===== config.mk =====
export PLATFORM = sky130hd
export DESIGN_NAME = tia_audio_gen
export DESIGN_NICKNAME = d
export VERILOG_FILES = /design/src/rtl/tia_audio_pkg.sv /design/src/rtl/tia_audio_chan.sv /design/src/rtl/tia_audio_gen.sv
export SDC_FILE = /design/constraint.sdc
export NUM_CORES = 1
export LEC_CHECK = 0
export ABC_AREA = 1
export CORE_ASPECT_RATIO = 0.75
export CORE_UTILIZATION = 30
export CTS_CLUSTER_SIZE = 10
export DETAILED_ROUTE_END_ITERATION = 16
export PLACE_DENSITY_LB_ADDON = 0.05
export SETUP_SLACK_MARGIN = 0.02
export SYNTH_ARGS = -nofsm -noshare
export SYNTH_HDL_FRONTEND = slang
export SYNTH_HIERARCHICAL = 1
export SYNTH_SLANG_ARGS = --single-unit

===== constraint.sdc =====
create_clock -name clk -period 4.53 [get_ports clk]
set_input_delay 0.6795 -clock clk [delete_from_list [all_inputs] [get_ports clk]]
set_output_delay 0.6795 -clock clk [all_outputs]
set_load 0.005 [all_outputs]

===== src/rtl/tia_audio_pkg.sv =====
// Shared types, LFSR constants, register offsets and AUDC decode for the TIA-style audio generator.
package tia_audio_pkg;

   typedef enum logic [3:0] {
      ONE        = 4'd0,
      POLY4      = 4'd1,
      POLY4_D31  = 4'd2,
      POLY5      = 4'd3,
      TONE       = 4'd4,
      D31        = 4'd5,
      POLY9      = 4'd6,
      TONE_DIV3  = 4'd7,
      D31_DIV3   = 4'd8,
      POLY5_DIV3 = 4'd9
   } audc_mode_e;

   localparam logic [3:0] P4_SEED = 4'hF;
   localparam logic [4:0] P5_SEED = 5'h1F;
   localparam logic [8:0] P9_SEED = 9'h1FF;

   localparam int P4_TAP_HI = 3;
   localparam int P4_TAP_LO = 2;
   localparam int P5_TAP_HI = 4;
   localparam int P5_TAP_LO = 2;
   localparam int P9_TAP_HI = 8;
   localparam int P9_TAP_LO = 4;

   localparam logic [4:0] D31_LAST  = 5'd30;
   localparam logic [4:0] D31_LIMIT = 5'd13;
   localparam logic [1:0] DIV3_LAST = 2'd2;

   // Register bank offsets, in units of NUM_CH from BASE_ADDR
   localparam int OFF_C = 0;
   localparam int OFF_F = 1;
   localparam int OFF_V = 2;

   function automatic audc_mode_e decode_audc(input logic [3:0] audc);
      audc_mode_e mode;
      case (audc)
         4'h0, 4'hB:        mode = ONE;
         4'h1:              mode = POLY4;
         4'h2:              mode = POLY4_D31;
         4'h3, 4'h7, 4'h9:  mode = POLY5;
         4'h4, 4'h5:        mode = TONE;
         4'h6, 4'hA:        mode = D31;
         4'h8:              mode = POLY9;
         4'hC, 4'hD:        mode = TONE_DIV3;
         4'hE:              mode = D31_DIV3;
         4'hF:              mode = POLY5_DIV3;
         default:           mode = ONE;
      endcase
      return mode;
   endfunction

endpackage


===== src/rtl/tia_audio_chan.sv =====
// One audio channel: AUDC/AUDF/AUDV registers, tick divider, poly4/5/9 LFSRs, d31/div3 counters,
// waveform bit and volume-scaled sample.
module tia_audio_chan
   import tia_audio_pkg::*;
#(
   parameter int DATA_W = 8,
   parameter int VOL_W  = 4,
   parameter int FREQ_W = 5
) (
   input  logic              clk,
   input  logic              reset_n,
   input  logic              tick,
   input  logic              wr_c,
   input  logic              wr_f,
   input  logic              wr_v,
   input  logic [DATA_W-1:0] wdata,
   output logic              aud_bit,
   output logic [VOL_W-1:0]  aud_vol
);

   logic [3:0]        audc_r;
   logic [FREQ_W-1:0] audf_r;
   logic [VOL_W-1:0]  audv_r;
   logic [FREQ_W-1:0] cnt_r;
   logic [3:0]        poly4_r;
   logic [4:0]        poly5_r;
   logic [8:0]        poly9_r;
   logic [4:0]        d31_r;
   logic [1:0]        div3_r;
   logic              aud_bit_r;
   logic [VOL_W-1:0]  aud_vol_r;

   audc_mode_e        mode_s;
   logic              event_s;
   logic              d31_wrap_s;
   logic              div3_wrap_s;
   logic [3:0]        poly4_next_s;
   logic [4:0]        poly5_next_s;
   logic [8:0]        poly9_next_s;
   logic [4:0]        d31_next_s;
   logic [1:0]        div3_next_s;
   logic              bit_next_s;
   logic              unused_wdata_s;

   assign unused_wdata_s = ^wdata;

   // Post-event state of the LFSRs and counters, and the waveform bit they select
   always_comb begin
      mode_s       = decode_audc(audc_r);
      event_s      = tick && (cnt_r >= audf_r);
      d31_wrap_s   = (d31_r == D31_LAST);
      div3_wrap_s  = (div3_r == DIV3_LAST);
      poly4_next_s = {poly4_r[2:0], poly4_r[P4_TAP_HI] ^ poly4_r[P4_TAP_LO]};
      poly5_next_s = {poly5_r[3:0], poly5_r[P5_TAP_HI] ^ poly5_r[P5_TAP_LO]};
      poly9_next_s = {poly9_r[7:0], poly9_r[P9_TAP_HI] ^ poly9_r[P9_TAP_LO]};
      div3_next_s  = div3_wrap_s ? 2'd0 : (div3_r + 2'd1);
      if ((mode_s == D31_DIV3) && !div3_wrap_s) begin
         d31_next_s = d31_r;
      end else begin
         d31_next_s = d31_wrap_s ? 5'd0 : (d31_r + 5'd1);
      end
      case (mode_s)
         ONE:        bit_next_s = 1'b1;
         POLY4:      bit_next_s = poly4_next_s[0];
         POLY4_D31:  bit_next_s = d31_wrap_s ? poly4_next_s[0] : aud_bit_r;
         POLY5:      bit_next_s = poly5_next_s[0];
         TONE:       bit_next_s = ~aud_bit_r;
         D31:        bit_next_s = (d31_next_s < D31_LIMIT);
         POLY9:      bit_next_s = poly9_next_s[0];
         TONE_DIV3:  bit_next_s = div3_wrap_s ? ~aud_bit_r : aud_bit_r;
         D31_DIV3:   bit_next_s = (d31_next_s < D31_LIMIT);
         POLY5_DIV3: bit_next_s = div3_wrap_s ? poly5_next_s[0] : aud_bit_r;
         default:    bit_next_s = 1'b1;
      endcase
   end

   // Register writes, divider, event-driven state advance and registered outputs
   always_ff @(posedge clk or negedge reset_n) begin
      if (!reset_n) begin
         audc_r    <= 4'd0;
         audf_r    <= {FREQ_W{1'b0}};
         audv_r    <= {VOL_W{1'b0}};
         cnt_r     <= {FREQ_W{1'b0}};
         poly4_r   <= P4_SEED;
         poly5_r   <= P5_SEED;
         poly9_r   <= P9_SEED;
         d31_r     <= 5'd0;
         div3_r    <= 2'd0;
         aud_bit_r <= 1'b0;
         aud_vol_r <= {VOL_W{1'b0}};
      end else begin
         if (wr_c) audc_r <= wdata[3:0];
         if (wr_f) audf_r <= wdata[FREQ_W-1:0];
         if (wr_v) audv_r <= wdata[VOL_W-1:0];
         if (tick) begin
            cnt_r <= event_s ? {FREQ_W{1'b0}} : (cnt_r + FREQ_W'(1));
         end
         if (event_s) begin
            poly4_r   <= poly4_next_s;
            poly5_r   <= poly5_next_s;
            poly9_r   <= poly9_next_s;
            d31_r     <= d31_next_s;
            div3_r    <= div3_next_s;
            aud_bit_r <= bit_next_s;
         end
         aud_vol_r <= aud_bit_r ? audv_r : {VOL_W{1'b0}};
      end
   end

   assign aud_bit = aud_bit_r;
   assign aud_vol = aud_vol_r;

endmodule


===== src/rtl/tia_audio_gen.sv =====
// TIA-style audio generator top: register address decode, NUM_CH channels and optional mixer.
// Macro TIA_AUDIO_MIX_EN builds the registered sum on mix_out; otherwise mix_out is tied to 0.
module tia_audio_gen
   import tia_audio_pkg::*;
#(
   parameter int                NUM_CH    = 2,
   parameter int                ADDR_W    = 6,
   parameter int                DATA_W    = 8,
   parameter logic [ADDR_W-1:0] BASE_ADDR = 6'h15,
   parameter int                VOL_W     = 4,
   parameter int                FREQ_W    = 5
) (
   input  logic                                 clk,
   input  logic                                 reset_n,
   input  logic [ADDR_W-1:0]                    addr,
   input  logic [DATA_W-1:0]                    data,
   input  logic                                 we,
   input  logic                                 tick_30k,
   output logic [NUM_CH-1:0]                    aud_bit,
   output logic [NUM_CH*VOL_W-1:0]              aud_vol,
   output logic [VOL_W+$clog2(NUM_CH+1)-1:0]    mix_out
);

   localparam int MIX_W = VOL_W + $clog2(NUM_CH + 1);

   genvar n;
   generate
      for (n = 0; n < NUM_CH; n++) begin : g_ch
         localparam logic [ADDR_W-1:0] A_C = ADDR_W'(int'(BASE_ADDR) + OFF_C * NUM_CH + n);
         localparam logic [ADDR_W-1:0] A_F = ADDR_W'(int'(BASE_ADDR) + OFF_F * NUM_CH + n);
         localparam logic [ADDR_W-1:0] A_V = ADDR_W'(int'(BASE_ADDR) + OFF_V * NUM_CH + n);

         logic wr_c_s;
         logic wr_f_s;
         logic wr_v_s;

         assign wr_c_s = we && (addr == A_C);
         assign wr_f_s = we && (addr == A_F);
         assign wr_v_s = we && (addr == A_V);

         tia_audio_chan #(
            .DATA_W (DATA_W),
            .VOL_W  (VOL_W),
            .FREQ_W (FREQ_W)
         ) u_chan (
            .clk     (clk),
            .reset_n (reset_n),
            .tick    (tick_30k),
            .wr_c    (wr_c_s),
            .wr_f    (wr_f_s),
            .wr_v    (wr_v_s),
            .wdata   (data),
            .aud_bit (aud_bit[n]),
            .aud_vol (aud_vol[n*VOL_W +: VOL_W])
         );
      end
   endgenerate

`ifdef TIA_AUDIO_MIX_EN
   logic [MIX_W-1:0] sum_s;
   logic [MIX_W-1:0] mix_r;

   // Unsigned sum of all channel samples; width covers NUM_CH full-scale samples
   always_comb begin
      sum_s = {MIX_W{1'b0}};
      for (int i = 0; i < NUM_CH; i++) begin
         sum_s = sum_s + MIX_W'(aud_vol[i*VOL_W +: VOL_W]);
      end
   end

   // Mix register, one cycle behind aud_vol
   always_ff @(posedge clk or negedge reset_n) begin
      if (!reset_n) begin
         mix_r <= {MIX_W{1'b0}};
      end else begin
         mix_r <= sum_s;
      end
   end

   assign mix_out = mix_r;
`else
   assign mix_out = {MIX_W{1'b0}};
`endif

endmodule

==> results of run 1 <==
[power by group through the flow]
stage | registers [uW] | logic (uW) | clock network [uW]
floorplan | 1400 | 922 | 0
global placement | 1460 | 1180 | 0
detailed placement | 1460 | 1200 | 0
CTS | 1450 | 1210 | 763
global route | 1490 | 1390 | 797
finish | 1450 | 1190 | 726
[per-stage QoR]
step,area (sq um),power [uW]
after floorplan,5181,2320
after global placement,5602,2640
after detailed placement,5602,2662
after CTS,5882,3424
after global routing,5882,3684
final,5882,3363
[area by class of cell]
class	instances	area share, %
clock buffers	9	3.829
clock inverters	7	0.9360
inverters	72	4.680
multi-input cells	426	39.95
flip-flops and latches	96	41.61
well taps	215	4.573
repair buffers	27	4.425
[worst reg2reg max path: cells and delay by family (launching register included)]
| family | cells | cell delay (ns) |
|---|---|---|
| compound gates | 2 | 0.32 |
| fa+ha+maj | 1 | 0.31 |
| buf+inv | 2 | 0.61 |
| flops | 1 | 0.40 |
| simple gates | 4 | 0.65 |
[metal layers]
metal | routed length, um | global-route usage (%) | part of all wire (%) | vias up
li1 | - | - | - | 1981
met1 | 5774 | 18.91 | 54 | 1752
met2 | 4318 | 19.79 | 40 | 56
met3 | 496 | 3.852 | 4.6 | 11
met4 | 161 | 4.933 | 1.5 | 0
met5 | 0 | 0 | 0 | -
[cell families (layout without fill, tap and decap cells)]
logic type / after synthesis / after routing / synth area share, %
compound gates: 77 / 77 / 8.313
xor+xnor: 14 / 14 / 2.375
fa+ha+maj: 20 / 20 / 4.847
buf+inv: 92 / 115 / 7.440
flops: 96 / 96 / 47.41
mux: 11 / 11 / 2.399
other cells: 1 / 6 / 0.07264
simple gates: 298 / 298 / 27.15
[flip-flops by register name, summed over array words and instances, names as in the netlist]
register             count
g_ch.u_chan/aud_bit      2
g_ch.u_chan/aud_vol      8
g_ch.u_chan/audc_r       8
g_ch.u_chan/audf_r      10
g_ch.u_chan/audv_r       8
g_ch.u_chan/cnt_r       10
g_ch.u_chan/d31_r       10
g_ch.u_chan/div3_r       4
g_ch.u_chan/poly4_r      8
g_ch.u_chan/poly5_r     10
g_ch.u_chan/poly9_r     18
[synth_stat cells, types with 4 or more instances]
library cell,n,share of area [%]
a21oi_1,8,0.78
a21oi_2,6,1.0
buf_2,7,0.68
buf_4,6,0.87
clkbuf_1,5,0.36
dfrtp_1,60,29
dfstp_2,36,18
ha_1,20,4.8
inv_1,64,4.7
inv_2,6,0.44
mux2_2,11,2.4
nand2_1,187,14
nand2_2,10,1.2
nand2_4,7,1.5
nand3_1,20,1.9
nand3_2,4,0.78
nand4_1,22,2.7
nor2_1,31,2.3
nor2_2,5,0.61
o21ai_0,45,4.4
o21ai_1,11,1.1
xor2_1,12,2.0
[cell usage in the layout (no fill, tap or decap), types with 2 or more instances in the layout]
cell / instances
a21oi_1: 8
a21oi_2: 6
a31oi_1: 2
and3_1: 2
buf_4: 4
clkbuf_16: 9
clkdlybuf4s50_1: 23
clkinvlp_4: 2
conb_1: 6
dfrtp_1: 60
dfstp_2: 36
ha_1: 20
inv_1: 64
inv_2: 6
inv_4: 3
mux2_2: 11
nand2_1: 187
nand2_2: 10
nand2_4: 7
nand3_1: 20
nand3_2: 4
nand4_1: 22
nor2_1: 31
nor2_2: 5
nor2_4: 2
nor2_8: 2
nor3_1: 2
o21a_1: 2
o21ai_0: 45
o21ai_1: 11
o21ai_2: 2
xnor2_1: 2
xor2_1: 12
[worst paths after layout]
path | to | start | slack (ns)
setup / recovery | g_ch[1].u_chan/div3_r[0] | tick_30k | 1.88
hold / removal | g_ch[0].u_chan/div3_r[0] | reset_n | 0.42
setup reg to reg | g_ch[1].u_chan/div3_r[0] | g_ch[1].u_chan/cnt_r[4] | 2.13
hold reg to reg | g_ch[1].u_chan/poly9_r[2] | g_ch[1].u_chan/poly9_r[1] | 0.46
max in group asynchronous | g_ch[0].u_chan/poly5_r[0] | reset_n | 3.05
min in group clk | g_ch[1].u_chan/poly9_r[2] | g_ch[1].u_chan/poly9_r[1] | 0.46
==> flow_summary.yaml, run 1 <==
outcome:
  outcome: "completed"
timing:
  final-setup-viol-count: 0
  finalSetupTns_ns: 0
  finalClockSkew_ns: 0.005959
  rsz0062_at_grt: "no"
  hold_slack_ns: 0.4241
  slew_headroom_pct: 44.27
  finalWorstSetupSlack_ns: 1.882
  drv_slew: 0
  period_minus_slack_ns: 2.648
  min_period_over_period_pct: 58.45
  finalHoldViolations: 0
  tightest_slew_ns: 0.8359
  fmax_mhz: 377.7
clock_tree:
  hold_buffers: 0
  root_buffer: "clkbuf_16"
  cts_max_level: 3
  postCtsSetupBuffers: 0
  ctsResizeCount: 0
  cts_tree: "built"
  cts_buffers: 9
  clk_latency_ns: 0.35
  clock-sinks: 96
  cts_buffer_depth: 2
  clkSlewWorstSetupHoldPaths_ns: 0.07
synth:
  synth-edff-count: 0
  synth_area_per_cell_sq_um: 8.477
  ys_seq_area_share_pct: 47.41
  synth_area_sq_mm: 0.005162
  synth_cells: 609
  ys_warn_count: 6
  ys.flop_type: "dfrtp_1"
  async_flop_share_pct: 100.0
  ys_types: 38
  ys_seq_elements: 96
floorplan:
  dieArea_sq_mm: 0.01774
  ioPinCount: 34
  start_util_pct: 30.68
  die_x_um: 153.5
  core_area_sq_mm: 0.01683
  die_height_um: 115.6
  rows: 41
hold_path:
  hold_class: "input pin to asynchronous set/reset pin"
layout:
  utilization_pct: 34.96
  seq_area_sq_mm: 0.002447
  final_cells: 852
  multi_input_area_sq_mm: 0.002350
  nets: 670
  area_growth_pct: 13.94
  num_antenna_cells: 0
  final_layout_size_suffix_gt1_share_pct: 18.37
  fillers: 1783
power_and_ir_drop:
  comb_power_share_pct: 35.3
  seqPwrFrac_pct: 43.1
  p_sw_uw: 1313
  p_int_uw: 2051
  power.density_mw_per_mm2: 571.8
  p_sw_share_pct: 39.03
  irDropWorstVdd_mv: 0.2095
  power.leakage_uw: 0.002833
  pwr-share-clk_pct: 21.6
grt:
  grt_usage_pct: 13.50
  grt_max_degree: 62
  antenna_found_initial: 0
  grt_pass1_wl_um: 18680
  grt-ovfl-total: 0
  grt_pass1_vias: 3683
critical_path:
  arrival_ns: 2.89
  worst_path_largest_cell_delay_ns: 0.78
  cp_cell_sequence: "clkdlybuf4s50_1, nand2_1, inv_2, o21ai_0, o21a_1"
  cp-start-kind: "input pin"
  end_kind: "flip-flop"
  path_buf_inv: 2
  crit_type: "input pin to flip-flop"
  crit_path_max_fanout: 26
  path_depth: 5
  crit_path_top_delay_cell: "clkdlybuf4s50_1"
  critPathTopFamily: "buffers and inverters"
  rr_worst_depth: 9
  cp.required_ns: 4.77
routing:
  wl_per_cell_um: 12.62
  ant_nets: 0
  vias: 3800
  drt_iter0_drc: 155
  drcViolationCount: 0
  wl_um: 10750
  drtPass1Iterations: 4
  avgViaCountPerCell: 4.460
place:
  finalWeightedCongestion: 0.7704
  pre_cts_ws_ns: 1.469
  io_buffers: 24
  dp_hpwl_um: 7469
  placedCellCount: 836
job:
  maxCapViolations: 0
(Power assumes the default switching activity.)
==> run 2, diff against run 1 <==
==> constraint.sdc (replaced) <==
create_clock -name clk -period 2.2 [get_ports clk]
set_input_delay 0.33 -clock clk [delete_from_list [all_inputs] [get_ports clk]]
set_output_delay 0.33 -clock clk [all_outputs]
set_load 0.005 [all_outputs]
==> run 2 against run 1 <==
Register-to-register slack worse by 1.8 ns. Worst hold slack worse by 0.40 ns. Design area up 1.7%. Core utilization is 0.59 points higher. Die area did not move. Critical endpoint is now g_ch[1].u_chan/aud_bit. Largest power group unchanged. Highest routed layer unchanged.
==> flow_summary.yaml, run 2 (same netlist as run 1, synthesis figures left out) <==
clock_tree:
  root_buffer: "clkbuf_16"
  postCtsSetupBuffers: 0
  cts_buffer_depth: 2
  cts_max_level: 3
  clk_latency_ns: 0.35
  clock-sinks: 96
  ctsResizeCount: 0
  clkSlewWorstSetupHoldPaths_ns: 0.07
  hold_buffers: 0
  cts_tree: "built"
  cts_buffers: 9
layout:
  layout_common_cells: "187 x nand2_1, 64 x inv_1, 60 x dfrtp_1"
  mostFrequentLayoutCell: "nand2_1"
  seq_area_sq_mm: 0.002447
  largest_reg_flops: 18
  area_growth_pct: 15.85
  fillers: 1736
  final_cells: 860
  num_antenna_cells: 0
  multi_input_area_sq_mm: 0.002350
  final_layout_size_suffix_gt1_share_pct: 19.22
  top_register: "g_ch.u_chan/poly9_r"
  nets: 678
power_and_ir_drop:
  p_int_uw: 4405
  report.power.total_uw: 7091
  power.density_mw_per_mm2: 1186
  pwr-share-clk_pct: 23.0
  p_sw_uw: 2686
  p_sw_share_pct: 37.88
  seqPwrFrac_pct: 42.0
  irDropWorstVdd_mv: 0.4487
  comb_power_share_pct: 35.0
  power.leakage_uw: 0.002896
timing:
  min_period_over_period_pct: 86.72
  fmax_mhz: 524.2
  final-setup-viol-count: 0
  finalClockSkew_ns: 0.007532
  period_minus_slack_ns: 1.908
  finalSetupTns_ns: 0
  rsz0062_at_grt: "no"
  finalHoldViolations: 0
  tightest_slew_ns: 0.5293
  drv_slew: 0
  slew_headroom_pct: 64.72
grt:
  grt_max_degree: 97
  antenna_found_initial: 0
  grt_pass1_wl_um: 18230
  grt-ovfl-total: 0
  grt_usage_pct: 13.10
  grt_pass1_vias: 3705
floorplan:
  ioPinCount: 34
  rows: 41
  die_x_um: 153.5
  start_util_pct: 30.68
  die_height_um: 115.6
  core_area_sq_mm: 0.01683
  dieArea_sq_mm: 0.01774
place:
  io_buffers: 24
  placedCellCount: 844
  dp_hpwl_um: 7446
  finalWeightedCongestion: 0.7759
routing:
  drtPass1Iterations: 4
  vias: 3853
  ant_nets: 0
  drcViolationCount: 0
  avgViaCountPerCell: 4.480
  wl_per_cell_um: 12.34
  wl_um: 10610
  drt_iter0_drc: 217
critical_path:
  crit_type: "flip-flop to flip-flop"
  path_buf_inv: 1
  worst_path_largest_cell_delay_ns: 0.47
  cp-start-kind: "flip-flop"
  cpMostUsedCell: "nand2_1"
  cp.required_ns: 2.43
  crit_path_top_delay_cell: "dfrtp_1"
  arrival_ns: 2.14
  end_kind: "flip-flop"
  crit_path_max_fanout: 7
  cp_cell_sequence: "ha_1, inv_1, nand2_1, nand3_1, nand2_4, nand4_4, nand2_1, nand2_1, nor2_1, nand2_1, nand2_1, a21oi_2"
  critPathTopFamily: "simple AND/OR/NAND/NOR gates"
hold_path:
  hold_class: "input pin to asynchronous set/reset pin"
job:
  maxCapViolations: 0
outcome:
  outcome: "completed"
==> run 2: cell count changes in the layout (fill, tap and decap cells not counted), sizes merged <==
cell / delta
buf: +8
bufinv: +1
clkbuf: +2
clkinvlp: -2
inv: -1
==> run 2: per-layer routing <==
layer / vias up / track usage [%] / wire length, um
met2: 57 / 19.63 / 4445
li1: 1997 / - / -
met1: 1790 / 18.23 / 5630
met4: 0 / 4.733 / 144
met3: 9 / 3.441 / 392
met5: - / 0 / 0
==> run 2: cell type report <==
type | count | share of cell area (%)
inverter | 72 | 4.603
multi-input combinational | 426 | 39.29
sequential | 96 | 40.92
clock buffer | 11 | 4.059
tap | 215 | 4.498
clock inverter | 5 | 1.067
timing repair buffer | 35 | 5.565
==> run 2: power groups by stage <==
stage	Clock, uW	Sequential (uW)	Combinational (uW)
6_report	1630	2980	2480
5_1_grt	1760	3070	2860
4_1_cts	1720	2980	2530
3_5_place_dp	0	3000	2510
3_3_place_gp	0	3000	2470
2_1_floorplan	0	2880	1900
==> run 2: final timing paths <==
kind	to	slack (ns)	startpoint	cells after the start
min in group clk	g_ch[0].u_chan/poly9_r[2]	0.46	g_ch[0].u_chan/poly9_r[1]	2
max in group asynchronous	g_ch[1].u_chan/audc_r[3]	1.76	reset_n	2
worst max-delay path	g_ch[1].u_chan/aud_bit	0.29	g_ch[1].u_chan/audc_r[1]	12
worst max register to register	g_ch[1].u_chan/aud_bit	0.29	g_ch[1].u_chan/audc_r[1]	12
worst min-delay path	g_ch[0].u_chan/d31_r[0]	0.02	reset_n	2
worst min register to register	g_ch[0].u_chan/poly9_r[2]	0.46	g_ch[0].u_chan/poly9_r[1]	2
==> run 2: stage by stage <==
| step | util [%] | setup slack (ns) | hold slack [ns] | instance area (sq um) |
|---|---|---|---|---|
| after floorplan | - | 0.5348 | 0.03441 | 5181 |
| after global placement | 33.72 | 0.2742 | 0.4291 | 5674 |
| after detailed placement | 33.72 | 0.2864 | 0.4447 | 5674 |
| after CTS | 35.54 | 0.2660 | 0.05355 | 5981 |
| after global routing | 35.54 | 0.1053 | 0.07452 | 5981 |
| final | 35.54 | 0.2923 | 0.01974 | 5981 |
